**src/rtl/diff_alert_pkg.sv**
```systemverilog
// Shared types and constants for the differential alert sender.
// The FSM encoding is fixed so that 2'b11 is the only illegal code.
package diff_alert_pkg;

    typedef enum logic [1:0] {
        StIdle    = 2'b00,
        StAlertHi = 2'b01,
        StAlertLo = 2'b10
    } state_e;

    localparam logic AlertPRst = 1'b0;
    localparam logic AlertNRst = 1'b1;

    function automatic int unsigned timer_width(int unsigned cycles);
        return $clog2(cycles + 1);
    endfunction

endpackage

```
**src/rtl/diff_alert_sender_if.sv**
```systemverilog
// Request/acknowledge and status bundle between the alert sender and its user.
// The master side is the sender itself.
interface diff_alert_sender_if;

    logic alert_req_i;
    logic ack_level_i;
    logic ack_sigint_i;
    logic alert_po;
    logic alert_no;
    logic busy_o;
    logic done_o;
    logic timeout_o;
    logic sigint_o;

    modport master (
        input  alert_req_i,
        input  ack_level_i,
        input  ack_sigint_i,
        output alert_po,
        output alert_no,
        output busy_o,
        output done_o,
        output timeout_o,
        output sigint_o
    );

    modport slave (
        output alert_req_i,
        output ack_level_i,
        output ack_sigint_i,
        input  alert_po,
        input  alert_no,
        input  busy_o,
        input  done_o,
        input  timeout_o,
        input  sigint_o
    );

endinterface

```
**src/rtl/diff_alert_timer.sv**
```systemverilog
// Saturating wait-state counter; expired flags the last allowed cycle of a wait state.
module diff_alert_timer
    import diff_alert_pkg::*;
#(
    parameter int unsigned Limit = 16
) (
    input  logic clk,
    input  logic rst,
    input  logic clr,
    input  logic en,
    output logic expired
);

    localparam int unsigned CntW = timer_width(Limit);
    localparam logic [CntW-1:0] LastVal = CntW'(Limit - 1);
    localparam logic [CntW-1:0] MaxVal  = CntW'(Limit);

    logic [CntW-1:0] cnt_q, cnt_d;

    always_comb begin
        cnt_d = cnt_q;
        if (clr) begin
            cnt_d = '0;
        end else if (en && (cnt_q != MaxVal)) begin
            cnt_d = cnt_q + 1'b1;
        end
    end

    always_ff @(posedge clk) begin
        if (rst) begin
            cnt_q <= '0;
        end else begin
            cnt_q <= cnt_d;
        end
    end

    assign expired = en && (cnt_q >= LastVal);

endmodule

```
**src/rtl/diff_alert_sender.sv**
```systemverilog
// Differential alert sender: four-phase handshake on p/n rails against a decoded ack,
// with a one-deep pending request, per-phase timeout and sticky ack integrity flag.
module diff_alert_sender
    import diff_alert_pkg::*;
#(
    parameter int unsigned TimeoutCycles = 16
) (
    input logic                        clk_i,
    input logic                        rst_i,
    diff_alert_sender_if.master        bus
);

    state_e state_q, state_d;
    logic   pending_q, pending_d;
    logic   alert_p_q, alert_n_q;
    logic   busy_q, done_q, done_d;
    logic   timeout_q, timeout_d;
    logic   sigint_q, sigint_d;
    logic   in_wait, timer_clr, timer_expired;

    assign in_wait   = (state_q == StAlertHi) || (state_q == StAlertLo);
    assign timer_clr = (state_d != state_q);

    diff_alert_timer #(
        .Limit (TimeoutCycles)
    ) u_timer (
        .clk     (clk_i),
        .rst     (rst_i),
        .clr     (timer_clr),
        .en      (in_wait),
        .expired (timer_expired)
    );

    // A valid ack is checked before the timeout so it wins on the last cycle.
    always_comb begin
        state_d   = state_q;
        pending_d = pending_q;
        done_d    = 1'b0;
        timeout_d = 1'b0;
        sigint_d  = sigint_q;
        unique case (state_q)
            StIdle: begin
                pending_d = 1'b0;
                if (bus.alert_req_i || pending_q) begin
                    state_d = StAlertHi;
                end
            end
            StAlertHi: begin
                pending_d = pending_q | bus.alert_req_i;
                sigint_d  = sigint_q | bus.ack_sigint_i;
                if (!bus.ack_sigint_i && bus.ack_level_i) begin
                    state_d = StAlertLo;
                end else if (timer_expired) begin
                    state_d   = StIdle;
                    timeout_d = 1'b1;
                end
            end
            StAlertLo: begin
                pending_d = pending_q | bus.alert_req_i;
                sigint_d  = sigint_q | bus.ack_sigint_i;
                if (!bus.ack_sigint_i && !bus.ack_level_i) begin
                    state_d = StIdle;
                    done_d  = 1'b1;
                end else if (timer_expired) begin
                    state_d   = StIdle;
                    timeout_d = 1'b1;
                end
            end
            default: begin
                state_d   = StIdle;
                pending_d = 1'b0;
            end
        endcase
    end

    // Rails are derived from the next state so they settle on the same edge as the FSM.
    always_ff @(posedge clk_i) begin
        if (rst_i) begin
            state_q   <= StIdle;
            pending_q <= 1'b0;
            alert_p_q <= AlertPRst;
            alert_n_q <= AlertNRst;
            busy_q    <= 1'b0;
            done_q    <= 1'b0;
            timeout_q <= 1'b0;
            sigint_q  <= 1'b0;
        end else begin
            state_q   <= state_d;
            pending_q <= pending_d;
            alert_p_q <= (state_d == StAlertHi);
            alert_n_q <= (state_d != StAlertHi);
            busy_q    <= (state_d != StIdle);
            done_q    <= done_d;
            timeout_q <= timeout_d;
            sigint_q  <= sigint_d;
        end
    end

    assign bus.alert_po  = alert_p_q;
    assign bus.alert_no  = alert_n_q;
    assign bus.busy_o    = busy_q;
    assign bus.done_o    = done_q;
    assign bus.timeout_o = timeout_q;
    assign bus.sigint_o  = sigint_q;

endmodule

```
**src/flat_wrapper.sv**
```systemverilog
// flat-port wrapper written by rule: the top's interface ports become plain ports
module diff_alert_sender_flat import diff_alert_pkg::*;
#(
    parameter int unsigned TimeoutCycles = 16
)
  (clk_i, rst_i, bus_alert_req_i, bus_ack_level_i, bus_ack_sigint_i, bus_alert_po, bus_alert_no, bus_busy_o, bus_done_o, bus_timeout_o, bus_sigint_o);
  diff_alert_sender_if bus_i ();
  input logic clk_i;
  input logic rst_i;
  input wire logic [$bits(bus_i.alert_req_i)-1:0] bus_alert_req_i;
  input wire logic [$bits(bus_i.ack_level_i)-1:0] bus_ack_level_i;
  input wire logic [$bits(bus_i.ack_sigint_i)-1:0] bus_ack_sigint_i;
  output wire logic [$bits(bus_i.alert_po)-1:0] bus_alert_po;
  output wire logic [$bits(bus_i.alert_no)-1:0] bus_alert_no;
  output wire logic [$bits(bus_i.busy_o)-1:0] bus_busy_o;
  output wire logic [$bits(bus_i.done_o)-1:0] bus_done_o;
  output wire logic [$bits(bus_i.timeout_o)-1:0] bus_timeout_o;
  output wire logic [$bits(bus_i.sigint_o)-1:0] bus_sigint_o;
  assign bus_i.alert_req_i = bus_alert_req_i;
  assign bus_i.ack_level_i = bus_ack_level_i;
  assign bus_i.ack_sigint_i = bus_ack_sigint_i;
  assign bus_alert_po = bus_i.alert_po;
  assign bus_alert_no = bus_i.alert_no;
  assign bus_busy_o = bus_i.busy_o;
  assign bus_done_o = bus_i.done_o;
  assign bus_timeout_o = bus_i.timeout_o;
  assign bus_sigint_o = bus_i.sigint_o;
  diff_alert_sender #(.TimeoutCycles(TimeoutCycles)) u_core (.clk_i(clk_i), .rst_i(rst_i), .bus(bus_i));
endmodule
```
**config.mk**
```make
export PLATFORM = sky130hd
export DESIGN_NAME = diff_alert_sender_flat
export DESIGN_NICKNAME = d
export VERILOG_FILES = /design/src/rtl/diff_alert_pkg.sv /design/src/rtl/diff_alert_sender_if.sv /design/src/rtl/diff_alert_timer.sv /design/src/rtl/diff_alert_sender.sv /design/src/flat_wrapper.sv
export SDC_FILE = /design/constraint.sdc
export NUM_CORES = 1
export LEC_CHECK = 0
export ABC_AREA = 1
export BUFFER_PORTS_ARGS = -buffer_cell sky130_fd_sc_hd__buf_2
export CAP_MARGIN = 15
export CORE_MARGIN = 2
export CORE_UTILIZATION = 53
export CTS_CLUSTER_DIAMETER = 200
export DETAILED_ROUTE_END_ITERATION = 8
export GPL_TIMING_DRIVEN = 0
export PLACE_DENSITY = 0.75
export REMOVE_ABC_BUFFERS = 1
export SKIP_CTS_REPAIR_TIMING = 1
export SLEW_MARGIN = 5
export SYNTH_ARGS = -nofsm -noshare
export SYNTH_HDL_FRONTEND = slang
export SYNTH_SLANG_ARGS = --single-unit
```
**constraint.sdc**
```tcl
create_clock -name clk_i -period 2.28 [get_ports clk_i]
set_clock_uncertainty 0.05 [all_clocks]
set_input_delay 0.114 -clock clk_i [delete_from_list [all_inputs] [get_ports clk_i]]
set_output_delay 0.114 -clock clk_i [all_outputs]
set_load 0.02 [all_outputs]
```
==> impl_results.md <==
* Status: complete, no violations
* Starting Density at 56.4%
* Crit-path slowest cell: dfxtp_1
* Post-Syn Instances at 97
* Seq/Total Area, Yosys at 38.7%
* Worst Setup SP: u_core.u_timer.cnt_q[0]
* Maximum clock path buffer count at 2
* Worst Path Required at 2.45 ns
* Crit path kind: register to register
* R2r setup slk at 0.38 ns
* DRT iter0 DRCs at 7
* Count of cell types in the netlist at 16
* Post-synth ARST share at 0%
* Maximum Capacitance Violations at 0
* Most frequent cells in the layout: 18 x nand2_1, 16 x inv_1, 15 x nor2_1
* Core Footprint at 1280 µm²
* Endpoints failing setup at 0
* Pleak at 0.000400 µW
* Setup crit end kind: register
* DP HPWL at 1.04 mm
* Gpl congestion at 0.768
* #FFs+latches synth at 14
* Yosys warns at 0
* Non-Filler Instances at 126
* # clock sinks at 14
* Die Ht at 41.0 µm
* Fmax at 0.527 GHz
* CP Launch Type: register
* Clk root buf: clkbuf_4
* Row Count at 13
* Overall Global Routing Usage at 19.7%
* Slew HR at 70.0%
* Largest regs: u_core.u_timer.cnt_q (5), u_core.state_q (2)
* Drt pass-1 iters at 4
* Avg Cell Area, Syn at 7.47 µm²
* Cell mode on critical path: nand2_1
* Max FFs per register at 5
* Chip Width at 41.0 µm
* Top Ports at 11
* Reg2Reg Launch Point: u_core.u_timer.cnt_q[0]
* Vias in the first global route at 520
* EDFF count, synth at 0
* First-pass GRT wire length at 2.09 mm
* Vias at 606
* Prevailing post-synth register cell: dfxtp_1
* NumNets Final at 124
* Critical Path Fanout Max at 5
* Slew of the pin with the lowest slew margin at 0.448 ns
* DRC at 0
* Final worst-path cycle share at 83.2%
* Clk Latency, worst-skew pair at 0.27 ns
* I/O Buffers at 10
* Largest Register: u_core.u_timer.cnt_q
* Worst stage delay on the critical path at 0.35 ns
* Final hold vios at 0
* RSZ-0062 raised after global routing: false
* Average wire per standard cell at 9.90 µm
* CTS tree: built
* Full die area at 1680 µm²
* Share of cells above drive strength 1 at 21.6%
* Antenna viol nets, final at 0
* Num CTS Buffers at 3
* Max Transition Viols Final at 0
* Hold wc startpoint: rst_i
* Grt ovf at 0
* CP Data Arrival Time at 2.07 ns
* Vias/cell at 4.81
* Commonest non-fill, non-tap cell in the layout: nand2_1
* Hold Path Class: primary input to register
* Setup_tns at 0 ns
* Post-Synthesis Cell Area at 724 µm²
* Antenna violations before repair at 0
* Design Area, Final at 830 µm²
* Pin count of the biggest net entering global routing at 9
* PnR Total Power at 568 µW
* DP Area at 793 µm²
* Layout area overhead at 14.5%
* Post-Route WL at 1.25 mm
* P per Cell Area at 684 nW/µm²
* Cell Chain, Critical Path: ha_1 > inv_1 > nor2_1 > ha_1 > nor2_1 > o21ai_2 > nand2_2 > nand2_1 > nand2_1 > nand2_1 > nand2_2 > nand2_1 > nand2_1 > nand3_2 > nor2_1
* Tmin final at 1.90 ns
* Max rail drop VDD at 412 µV
* Cells after DPL at 122
* H-tree depth at 1
* # diodes at 0
* Clock transition at path regs at 0.08 ns
[where the power goes]
group	internal (µW)	leakage (µW)	switching [µW]
clock	97.1	0.0000210	74.7
sequential	263	0.000114	10.9
combinational	41.5	0.000264	80.5
[logic make-up (layout without fill, tap and decap cells)]
family / count (synthesis) / count (layout) / share of synthesized area (%)
compound gates: 9 / 9 / 6.73
xor+xnor: 3 / 3 / 3.63
fa+ha+maj: 7 / 7 / 12.1
buf+inv: 16 / 30 / 8.29
flops: 14 / 14 / 38.7
simple gates: 48 / 48 / 30.6
[worst max-delay path: cells and delay by family (launching register included)]
kind,cells,cell delay (ns)
and+or+nand+nor,11,0.90
buffers and inverters,1,0.07
adders and majority gates,2,0.39
AOI/OAI and AO/OA,1,0.08
DFF,1,0.35
[per-stage QoR]
| stage | hold slack, ns | setup WS, ns | util, % |
|---|---|---|---|
| after detailed placement | 0.321 | 0.383 | 61.7 |
| final | 0.0341 | 0.382 | 64.6 |
| after floorplan | 0.133 | 0.592 | - |
| after CTS | 0.0315 | 0.374 | 64.6 |
| after global routing | 0.0349 | 0.156 | 64.6 |
| after global placement | 0.314 | 0.422 | 61.7 |
[worst paths after layout]
| path | end | cells past startpoint |
|---|---|---|
| setup / recovery | u_core.u_timer.cnt_q[2] | 15 |
| hold / removal | u_core.bus.busy_o | 2 |
| setup reg to reg | u_core.u_timer.cnt_q[2] | 15 |
| hold reg to reg | u_core.bus.sigint_o | 2 |
[metal layers]
metal	vias to the layer above	track usage, %	wire, µm
met1	259	23.4	578
met2	17	29.7	567
met3	4	7.07	77
met5	-	0	0
li1	326	-	-
met4	0	12.5	23
[area by class of cell]
cell class,instances,area (µm²)
tap,15,18.8
fill,122,455
inverter,16,60.1
timing repair buffer,10,50.0
clock buffer,4,36.3
sequential,14,280
multi-input combinational,67,384
[cells in the mapped netlist, types with 2 or more instances]
cell type	count	area, µm²
ha_1	7	87.6
nand3_2	2	20.0
xor2_1	3	26.3
a21oi_1	6	30.0
nand2_2	5	31.3
nor2_1	15	56.3
dfxtp_1	14	280
inv_1	16	60.1
nand2_1	18	67.6
nand3_1	5	25.0
Note: power is estimated with default switching activity, not from simulation.
